File: config.mk
export PLATFORM = sky130hd
export DESIGN_NAME = sprite_draw_scheduler
export DESIGN_NICKNAME = d
export VERILOG_FILES = /design/src/rtl/sprite_draw_scheduler.sv
export SDC_FILE = /design/constraint.sdc
export NUM_CORES = 1
export LEC_CHECK = 0
export CAP_MARGIN = 20
export CORE_ASPECT_RATIO = 0.6
export CORE_MARGIN = 1
export CORE_UTILIZATION = 38
export CTS_CLUSTER_DIAMETER = 60
export DETAILED_ROUTE_END_ITERATION = 10
export DONT_BUFFER_PORTS = 1
export PLACE_DENSITY = 0.48
export RECOVER_POWER = 50
export SLEW_MARGIN = 25
export SYNTH_ARGS = -nofsm -noshare
export SYNTH_HDL_FRONTEND = slang
export SYNTH_SLANG_ARGS = --single-unit
File: constraint.sdc
create_clock -name CLOCK_50 -period 9.6 [get_ports CLOCK_50]
set_input_delay 1.44 -clock CLOCK_50 [delete_from_list [all_inputs] [get_ports CLOCK_50]]
set_output_delay 1.44 -clock CLOCK_50 [all_outputs]
set_load 0.02 [all_outputs]
File: src/rtl/sprite_draw_scheduler.sv
// Two-requester sprite mover: erases a sprite's previous footprint from the background
// ROM, then redraws it from the sprite ROM at the new position, one pixel per clock.
module sprite_draw_scheduler #(
  parameter int         XSCREEN     = 160,
  parameter int         YSCREEN     = 120,
  parameter int         SPR_W       = 30,
  parameter int         SPR_H       = 30,
  parameter logic [2:0] TRANSPARENT = 3'b101
) (
  input  logic        CLOCK_50,
  input  logic        reset,
  input  logic [1:0]  req,
  input  logic [15:0] req_x,
  input  logic [13:0] req_y,
  output logic [1:0]  ack,
  output logic        busy,
  output logic        spr_id,
  output logic [9:0]  spr_addr,
  input  logic [2:0]  spr_q,
  output logic [14:0] bg_addr,
  input  logic [2:0]  bg_q,
  output logic [7:0]  vga_x,
  output logic [6:0]  vga_y,
  output logic [2:0]  vga_colour,
  output logic        vga_plot
);

  typedef enum logic [1:0] {IDLE, ERASE, DRAW, DONE} state_t;

  localparam logic [9:0]  SPR_W10 = 10'(SPR_W);
  localparam logic [9:0]  SPR_H10 = 10'(SPR_H);
  localparam logic [8:0]  XS9     = 9'(XSCREEN);
  localparam logic [8:0]  YS9     = 9'(YSCREEN);
  localparam logic [14:0] XS15    = 15'(XSCREEN);

  state_t      state, next_state;
  logic        idx;
  logic        prio;
  logic [7:0]  cur_x;
  logic [6:0]  cur_y;
  logic [7:0]  prev_x [2];
  logic [6:0]  prev_y [2];
  logic [1:0]  prev_valid;
  logic [9:0]  col, row;

  logic        plot_valid, plot_erase, plot_clip;
  logic [7:0]  plot_x;
  logic [6:0]  plot_y;

  logic        grant_idx;
  logic        last_pix, flush, sweeping, clip;
  logic [7:0]  base_x;
  logic [6:0]  base_y;
  logic [8:0]  px, py;

  // The requester holding the priority pointer only matters when both are asking.
  assign grant_idx = (req == 2'b11) ? prio : req[1];

  assign last_pix = (col == SPR_W10 - 10'd1) && (row == SPR_H10 - 10'd1);
  // Row parked one past the sprite marks the final cycle where only the last plot drains.
  assign flush    = (state == DRAW) && (row == SPR_H10);
  assign sweeping = (state == ERASE) || ((state == DRAW) && !flush);

  assign base_x = (state == ERASE) ? prev_x[idx] : cur_x;
  assign base_y = (state == ERASE) ? prev_y[idx] : cur_y;
  assign px     = {1'b0, base_x} + col[8:0];
  assign py     = {2'b00, base_y} + row[8:0];
  assign clip   = (px >= XS9) || (py >= YS9);

  always_ff @(posedge CLOCK_50 or posedge reset) begin
    if (reset) state <= IDLE;
    else       state <= next_state;
  end

  always_comb begin
    next_state = state;
    ack        = 2'b00;
    unique case (state)
      IDLE:  if (req != 2'b00) next_state = prev_valid[grant_idx] ? ERASE : DRAW;
      ERASE: if (last_pix) next_state = DRAW;
      DRAW:  if (flush) next_state = DONE;
      DONE: begin
        next_state = IDLE;
        ack        = idx ? 2'b10 : 2'b01;
      end
      default: next_state = IDLE;
    endcase
  end

  always_comb begin
    spr_addr = 10'd0;
    bg_addr  = 15'd0;
    if (state == ERASE)
      bg_addr = 15'(py) * XS15 + 15'(px);
    if ((state == DRAW) && !flush)
      spr_addr = row * SPR_W10 + col;
  end

  assign busy   = (state != IDLE);
  assign spr_id = idx;

  // Request latching, pixel counters and per-requester history.
  always_ff @(posedge CLOCK_50 or posedge reset) begin
    if (reset) begin
      idx        <= 1'b0;
      prio       <= 1'b0;
      cur_x      <= 8'd0;
      cur_y      <= 7'd0;
      prev_valid <= 2'b00;
      col        <= 10'd0;
      row        <= 10'd0;
      for (int i = 0; i < 2; i++) begin
        prev_x[i] <= 8'd0;
        prev_y[i] <= 7'd0;
      end
    end else begin
      unique case (state)
        IDLE: begin
          if (req != 2'b00) begin
            idx   <= grant_idx;
            cur_x <= grant_idx ? req_x[15:8] : req_x[7:0];
            cur_y <= grant_idx ? req_y[13:7] : req_y[6:0];
            col   <= 10'd0;
            row   <= 10'd0;
          end
        end
        ERASE, DRAW: begin
          if (!flush) begin
            if (last_pix) begin
              col <= 10'd0;
              row <= (state == ERASE) ? 10'd0 : SPR_H10;
            end else if (col == SPR_W10 - 10'd1) begin
              col <= 10'd0;
              row <= row + 10'd1;
            end else begin
              col <= col + 10'd1;
            end
          end
        end
        DONE: begin
          prev_x[idx]     <= cur_x;
          prev_y[idx]     <= cur_y;
          prev_valid[idx] <= 1'b1;
          prio            <= ~idx;
        end
        default: ;
      endcase
    end
  end

  // Plot stage lines up with the one-cycle ROM latency.
  always_ff @(posedge CLOCK_50 or posedge reset) begin
    if (reset) begin
      plot_valid <= 1'b0;
      plot_erase <= 1'b0;
      plot_clip  <= 1'b0;
      plot_x     <= 8'd0;
      plot_y     <= 7'd0;
    end else begin
      plot_valid <= sweeping;
      plot_erase <= (state == ERASE);
      if (sweeping) begin
        plot_clip <= clip;
        plot_x    <= px[7:0];
        plot_y    <= py[6:0];
      end
    end
  end

  assign vga_x      = plot_x;
  assign vga_y      = plot_y;
  assign vga_colour = plot_valid ? (plot_erase ? bg_q : spr_q) : 3'b000;
  assign vga_plot   = plot_valid && !plot_clip && (plot_erase || (spr_q != TRANSPARENT));

endmodule
==> results_dict.tcl, run 1 <==
set metrics [dict create \
    rsz0062_at_grt "no" \
    die_w_um 172 \
    dp_cells 896 \
    drt-vias-per-instance 5.40 \
    cts.sinks 89 \
    insertion_delay_ns 0.35 \
    failed_checks "max-capacitance violations, max-slew violations" \
    htree_levels 3 \
    clock-root-buffer "clkbuf_16" \
    dieHeight_um 104 \
    via_count 4922 \
    fin_cells 912 \
    critPathKind "reg2out" \
    drive_above_1_share 0.102 \
    rows 36 \
    synth_fp_nets 800 \
    drtIter0Drc 266 \
    antenna_found_initial 0 \
    cts_tree "yes" \
    areaGrowthSynthToFinish_pct 8.14 \
    final_cell_area_um2 7130 \
    ir_drop_v 0.0000621 \
    min_path_type "reg2reg" \
    cts_buffers 9 \
    wire_per_inst_um 17.9 \
    p_leak_uw 0.00356 \
    critical_path_buf_inv_count 2 \
    synth_top_cell_by_area "dfrtp_1" \
    netlist_top_cells_count "dfrtp_1, ha_1, nor2_1, nand2_1, o21ai_0" \
    cts.clk_slew.worst_paths_ns 0.07 \
    crit_chain "clkbuf_1 > mux2i_1 > a21oi_1 > ha_1 > inv_1 > fa_1 > nor2b_1 > o311a_1 > o31a_2 > nor3_1 > ha_1 > ha_1 > o21ai_0 > nor2_1 > nand4b_1 > a2111oi_0 > xor3_4 > and2_1" \
    max_freq_ghz 0.127 \
    hold_viol 0 \
    grt_overflow_total 0 \
    post_cts_buffers 0 \
    cp.arrival_ns 6.41 \
    port-buffer-count 0 \
    drt_first_pass_iters 5 \
    initial_core_util 0.398 \
    critPathSlowestCell "clkbuf_1" \
    dp_hpwl_mm 12.8 \
    nets 797 \
    relSlewSlack -1.03 \
    synth_area_per_cell_um2 9.67 \
    synth.cell_area_um2 6600 \
    netlist_top_cells_area "dfrtp_1, ha_1, mux2_2" \
    worstPathMaxFanout 19 \
    endpoint_kind "output port" \
    drt-total-wl_mm 16.3 \
    synthCells 682 \
    skew_ns 0.0126 \
    hold_buffers 0 \
    gp_congestion 0.831 \
    tightest_slew_ns 3.05 \
    fin_crit_sh 0.818 \
    cpMostUsedCell "ha_1" \
    grt_start_max_net_pins 58 \
    yosysMostFrequentCell "dfrtp_1" \
    antenna_cells 0 \
    finalSetupTns_ns 0 \
    power_density_nw_per_um2 105 \
    placedInstanceArea_um2 6850 \
    yosysWarnings 0 \
    run_status "finished with violations" \
    grt_pass1_wl_mm 26.0 \
    start_kind "flop" \
    utilization 0.430 \
    maxSlewViolCount 143 \
    fp.coreArea_um2 16600 \
    cts-resized-gates 0 \
    period_minus_slack_ns 7.85 \
    clockBufferDepth 2 \
    remaining_drc_errors 0 \
    dieArea_um2 17900 \
    final-setup-viol-count 0 \
    synth-edff-count 0 \
    grt_pass1_vias 4807 \
    num_io_pins 88 \
    synth_cell_types 61 \
    grt.total_usage 0.188 \
    cp.required_ns 8.16 \
    critPathTopFamily "compound AO/OA/AOI/OAI gates" \
    antenna_left 0 \
    max_stage_delay_ns 1.16 \
    ys_seq_area_frac 0.338 \
    async_flop_share 1.00 \
    maxCapViolCount 4 \
    synth-main-ff-cell "dfrtp_1" \
    ys_ff_latch 89 \
    yosysTopAreaCellShare 0.338 \
]
[path summary, 6_finish.rpt]
check / start / slack, ns / cells after the start / end
max: spr_id / 1.75 / 18 / bg_addr[14]
min reg2reg: prev_valid[0] / 0.48 / 1 / prev_valid[0]
min: prev_valid[0] / 0.48 / 1 / prev_valid[0]
max reg2reg: spr_id / 5.51 / 12 / plot_clip
max in group asynchronous: reset / 4.76 / 2 / prev_y[0]
min in group asynchronous: reset / 1.35 / 1 / col[4]
[where the power goes]
| part | internal, µW | total, µW | switching [µW] |
|---|---|---|---|
| logic | 5.89 | 20.3 | 14.4 |
| registers | 375 | 375 | 0.0414 |
| clock network | 184 | 355 | 171 |
| total | 565 | 750 | 185 |
[layout by cell type, fill, tap and decap left out, drive strengths merged, types with 6 or more instances in the layout]
master and instances:
nor2b 11, nand2b 10, mux2i 36, fa 16, a21o 15, nand3 9
and2 16, clkbuf 11, o21a 6, inv 45, o21ai 46, xor2 14
dfrtp 89, o31ai 7, xnor2 24, and3 6, a211oi 6, ha 62
mux2 38, nor2 56, nand2 54, a21oi 32, nor3 16
[per-layer routing]
metal  track usage  wire [µm]  vias to the layer above
met1         0.287       8680                     2402
met3        0.0388        834                       12
met5             0          0                        -
li1              -          -                     2388
met4        0.0341        110                        0
met2         0.272       6700                      120
[worst register-to-register path, stage by stage (launching register included)]
cell and delay [ns]:
dfrtp_1 0.32, clkbuf_1 1.16, mux2i_1 0.21, a21oi_1 0.21, ha_1 0.18, inv_1 0.06
fa_1 0.40, nor2b_1 0.18, o31ai_1 0.10, xnor2_1 0.19, and3_1 0.20, a2111o_1 0.44
o32a_1 0.34
[logic make-up (layout without fill, tap and decap cells)]
logic type | count (synthesis) | in the layout | synth area share
xor+xnor | 39 | 39 | 0.0546
compound gates | 139 | 139 | 0.135
flops | 89 | 89 | 0.338
mux | 74 | 74 | 0.120
simple gates | 201 | 201 | 0.150
fa+ha+maj | 78 | 78 | 0.166
buf+inv | 62 | 64 | 0.0370
[per-stage QoR]
step / setup WS (ns) / total power [µW] / hold WS [ns]
final: 1.75 / 750 / 0.480
after global routing: 1.39 / 777 / 0.502
after CTS: 2.55 / 764 / 0.477
after detailed placement: 2.92 / 404 / 0.456
after global placement: 3.02 / 403 / 0.450
after floorplan: 3.04 / 398 / 0.434
[flip-flops by register name, indices dropped and copies added (netlist names)]
register    cells
plot_valid      1
prev_y         14
prev_valid      2
cur_x           8
prio            1
cur_y           7
prev_x         16
vga_x           8
plot_clip       1
row            10
spr_id          1
state           2
col            10
vga_y           7
plot_erase      1
[area by class of cell]
class	count	area [µm²]
clock buffers	9	225
repair buffers	5	30.0
well taps	228	285
fillers	1618	9440
clock inverters	7	73.8
inverters	43	163
flip-flops and latches	89	2230
multi-input cells	531	4130
Power figures use the tool's default switching activity.
==> run 2: changes to the inputs <==
Clock period 9.6 ns to 7.8 ns, I/O delays scaled along.
==> results_dict.tcl, run 2 (synthesis results as in run 1) <==
set metrics [dict create \
    drt-vias-per-instance 5.28 \
    dp_hpwl_mm 12.8 \
    dieHeight_um 104 \
    preCtsSetupSlack_ns 1.35 \
    cts.sinks 89 \
    grt_overflow_total 0 \
    finalSetupTns_ns 0 \
    regToRegEndpoint "plot_clip" \
    cts.clk_slew.worst_paths_ns 0.07 \
    grt_start_max_net_pins 76 \
    cp.arrival_ns 5.65 \
    areaGrowthSynthToFinish_pct 7.99 \
    dieArea_um2 17900 \
    final-setup-viol-count 0 \
    whs_path_depth 1 \
    die_w_um 172 \
    top_register "prev_x" \
    antenna_found_initial 0 \
    p_seq_frac 0.510 \
    min_path_type "reg2reg" \
    remaining_drc_errors 0 \
    pwr-share-clk 0.464 \
    grt_pass1_vias 4717 \
    worstPathMaxFanout 13 \
    largest_reg_flops 16 \
    via_count 4811 \
    power_switching_uw 216 \
    htree_levels 3 \
    period_minus_slack_ns 6.82 \
    hold_buffers 0 \
    gp_congestion 0.829 \
    grt.total_usage 0.187 \
    cts_tree "yes" \
    cts_buffers 9 \
    share_comb_of_total_power 0.026 \
    regToRegSetupSlack_ns 4.39 \
    num_io_pins 88 \
    drt_first_pass_iters 4 \
    post_cts_buffers 0 \
    relSlewSlack -1.74 \
    antenna_cells 0 \
    cts-resized-gates 0 \
    grt_pass1_wl_mm 25.9 \
    nets 797 \
    skew_ns 0.00989 \
    clock-root-buffer "clkbuf_16" \
    min-delay-start "prev_valid[1]" \
    layout_commonest_cell "dfrtp_1" \
    p_int_uw 691 \
    reg2reg_depth 14 \
    num-fill-cells 1637 \
    antenna_left 0 \
    fp.coreArea_um2 16600 \
    maxSlewViolCount 108 \
    tightest_slew_ns 4.11 \
    layout_setup_ws_ns 0.979 \
    insertion_delay_ns 0.34 \
    wire_per_inst_um 17.8 \
    failed_checks "max-capacitance violations, max-slew violations" \
    clockBufferDepth 2 \
    rows 36 \
    r2r-start "state[1]" \
    hold_viol 0 \
    reg_top3 "prev_x: 16 flops, prev_y: 14 flops" \
    mostFrequentLayoutCells "dfrtp_1, ha_1, nor2_1" \
    power_density_nw_per_um2 127 \
    max_freq_ghz 0.147 \
    start_kind "flop" \
    rsz0062_at_grt "no" \
    endpoint_kind "output port" \
    critPathKind "reg2out" \
    fin_crit_sh 0.875 \
    p_leak_uw 0.00356 \
    run_status "finished with violations" \
    drtIter0Drc 258 \
    switching_share 0.238 \
    initial_core_util 0.398 \
    port-buffer-count 0 \
    ir_drop_v 0.0000890 \
    cp.required_ns 6.63 \
    drt-total-wl_mm 16.3 \
    drive_above_1_share 0.104 \
    maxCapViolCount 2 \
    min_to "prev_valid[1]" \
]
==> run 2: final cells by class <==
class,instances,area (µm²),area share
Inverter,43,163,0.0228
Sequential cell,89,2230,0.313
Clock buffer,9,225,0.0316
Timing Repair Buffer,5,33.8,0.00474
Clock inverter,7,60.1,0.00843
Multi-Input combinational cell,531,4130,0.580
Tap cell,228,285,0.0401
==> run 2: power groups by stage <==
stage          clock [µW]  sequential (µW)  combinational [µW]
2_1_floorplan           0              471                19.1
3_3_place_gp            0              471                24.3
3_5_place_dp            0              471                24.9
4_1_cts               435              462                25.0
5_1_grt               451              462                27.2
6_report              421              462                23.5
==> run 2: worst max path at each step <==
stage / slack, ns / startpoint / end
final: 0.98 / spr_id / bg_addr[14]
after global routing: 0.64 / state[1] / bg_addr[14]
after CTS: 0.98 / spr_id / bg_addr[14]
after detailed placement: 1.35 / spr_id / bg_addr[14]
after global placement: 1.45 / spr_id / bg_addr[14]
after floorplan: 1.51 / spr_id / bg_addr[14]
==> run 2: per-layer routing <==
| metal | part of all wire | up-vias | global-route usage |
|---|---|---|---|
| met5 | 0 | - | 0 |
| met4 | 0.0063 | 0 | 0.0316 |
| met3 | 0.061 | 8 | 0.0339 |
| met2 | 0.40 | 105 | 0.265 |
| met1 | 0.53 | 2313 | 0.294 |
| li1 | - | 2385 | - |
==> run 2: through the flow <==
stage	hold slack (ns)	utilization	cell area, µm²	total power [µW]	instances
finish	0.472	0.430	7120	907	912
global route	0.496	0.430	7120	941	912
CTS	0.474	0.430	7130	922	912
detailed placement	0.456	0.413	6840	496	896
global placement	0.449	0.413	6840	496	896
floorplan	0.434	-	6600	490	682
==> run 2: critical path: stages (launching register included) <==
cell	delay, ns
dfrtp_1	0.58
buf_4	0.35
mux2i_1	0.22
a21oi_1	0.09
ha_1	0.22
inv_1	0.07
fa_1	0.20
nor2b_1	0.07
o311a_1	0.33
o31a_2	0.30
nor3_1	0.43
ha_1	0.33
ha_1	0.35
o21ai_0	0.12
nor2_1	0.10
nand4b_1	0.23
a2111oi_0	0.63
xor3_4	0.45
and2_1	0.24
==> run 3: changes to the inputs <==
Settings changed: CORE_ASPECT_RATIO 0.6 to 0.75, SKIP_LAST_GASP set to 1.
==> results_dict.tcl, run 3 (synthesis results as in run 1) <==
set metrics [dict create \
    largest_reg_flops 16 \
    final_cell_area_um2 7110 \
    failed_checks "max-capacitance violations, max-slew violations" \
    relSlewSlack -0.865 \
    critPathKind "reg2out" \
    power_density_nw_per_um2 128 \
    via_count 4796 \
    cpMostUsedCell "ha_1" \
    insertion_delay_ns 0.35 \
    maxCapViolCount 3 \
    min-delay-start "prev_valid[0]" \
    layout_commonest_cell "dfrtp_1" \
    p_int_uw 696 \
    finalSetupTns_ns 0 \
    switching_share 0.232 \
    drtIter0Drc 182 \
    endpoint_kind "output port" \
    top_register "prev_x" \
    grt.total_usage 0.187 \
    mostFrequentLayoutCells "dfrtp_1, ha_1, nor2_1" \
    regToRegSetupSlack_ns 4.01 \
    htree_levels 3 \
    power_switching_uw 210 \
    min_to "prev_valid[0]" \
    die_w_um 154 \
    antenna_left 0 \
    skew_ns 0.00943 \
    pwr-share-clk 0.464 \
    areaGrowthSynthToFinish_pct 7.78 \
    critical_path_buf_inv_count 2 \
    hold_viol 0 \
    clockBufferDepth 2 \
    wire_per_inst_um 17.7 \
    regToRegEndpoint "plot_clip" \
    crit_cells 18 \
    grt_overflow_total 0 \
    initial_core_util 0.391 \
    drt-total-wl_mm 15.9 \
    drive_above_1_share 0.104 \
    nets 797 \
    reg_top3 "prev_x: 16 flops, prev_y: 14 flops" \
    num_io_pins 88 \
    crit_chain "inv_1 > ha_1 > a21oi_1 > ha_1 > inv_1 > fa_1 > nor2b_1 > o311a_1 > o31a_2 > nor3_1 > ha_1 > ha_1 > o21a_1 > o31a_1 > or4b_1 > o2111ai_1 > xor3_4 > and2_1" \
    final-setup-viol-count 0 \
    max_freq_ghz 0.146 \
    worstPathMaxFanout 23 \
    rsz0062_at_grt "no" \
    min_path_type "reg2reg" \
    hold_buffers 0 \
    drt_first_pass_iters 4 \
    p_leak_uw 0.00356 \
    gp_congestion 0.811 \
    cts-resized-gates 0 \
    port-buffer-count 0 \
    maxSlewViolCount 124 \
    period_minus_slack_ns 6.86 \
    grt_start_max_net_pins 48 \
    r2r-start "state[1]" \
    drt-vias-per-instance 5.33 \
    ir_drop_v 0.0000871 \
    cts.clk_slew.worst_paths_ns 0.07 \
    antenna_found_initial 0 \
    critPathSlowestCell "ha_1" \
    cts.sinks 89 \
    share_comb_of_total_power 0.026 \
    critPathTopFamily "adder cells" \
    cp.arrival_ns 5.69 \
    p_seq_frac 0.510 \
    fin_crit_sh 0.880 \
    start_kind "flop" \
    whs_path_depth 1 \
    cts_buffers 9 \
    grt_pass1_wl_mm 25.8 \
    remaining_drc_errors 0 \
    clock-root-buffer "clkbuf_16" \
    cts_tree "yes" \
    dieArea_um2 17900 \
    run_status "finished with violations" \
    post_cts_buffers 0 \
    dieHeight_um 116 \
    placedInstanceArea_um2 6830 \
    grt_pass1_vias 4729 \
    tightest_slew_ns 2.77 \
    fp.coreArea_um2 16900 \
    antenna_cells 0 \
    cp.required_ns 6.63 \
    max_stage_delay_ns 0.71 \
    rows 41 \
    dp_hpwl_mm 12.6 \
    reg2reg_depth 11 \
]
## run 3: per-stage QoR
stage,total power (µW),hold slack (ns),utilization,worst slack (ns),cells
after global placement,496,0.451,0.405,1.45,883
final,907,0.467,0.421,0.936,899
after CTS,923,0.472,0.422,0.842,899
after floorplan,490,0.434,-,1.51,682
after global routing,941,0.482,0.421,0.545,899
after detailed placement,496,0.455,0.405,1.28,883
## run 3: final cells by class
cell class	instances	area, µm²
fillers	1687	9770
multi-input cells	531	4130
flip-flops and latches	89	2230
well taps	215	269
clock buffers	10	239
inverters	43	163
clock inverters	6	48.8
repair buffers	5	33.8
## run 3: worst max path at each step
stage                         from          end
after detailed placement  state[1]  bg_addr[14]
after global routing      state[1]  bg_addr[14]
after global placement      spr_id  bg_addr[14]
after floorplan             spr_id  bg_addr[14]
after CTS                 state[1]  bg_addr[14]
final                     state[1]  bg_addr[14]
## run 3: power groups by stage
stage | logic, µW | clock network, µW | registers [µW]
2_1_floorplan | 19.1 | 0 | 471
3_3_place_gp | 24.4 | 0 | 472
3_5_place_dp | 24.9 | 0 | 471
4_1_cts | 25.0 | 435 | 463
5_1_grt | 26.7 | 452 | 462
6_report | 23.5 | 420 | 463
## run 3: layer usage
layer / wire (µm) / up-vias / GRT usage / share of wire
li1: - / 2386 / - / -
met1: 8130 / 2317 / 0.278 / 0.51
met2: 6840 / 83 / 0.285 / 0.43
met3: 803 / 10 / 0.0323 / 0.050
met4: 132 / 0 / 0.0420 / 0.0083
met5: 0 / - / 0 / 0
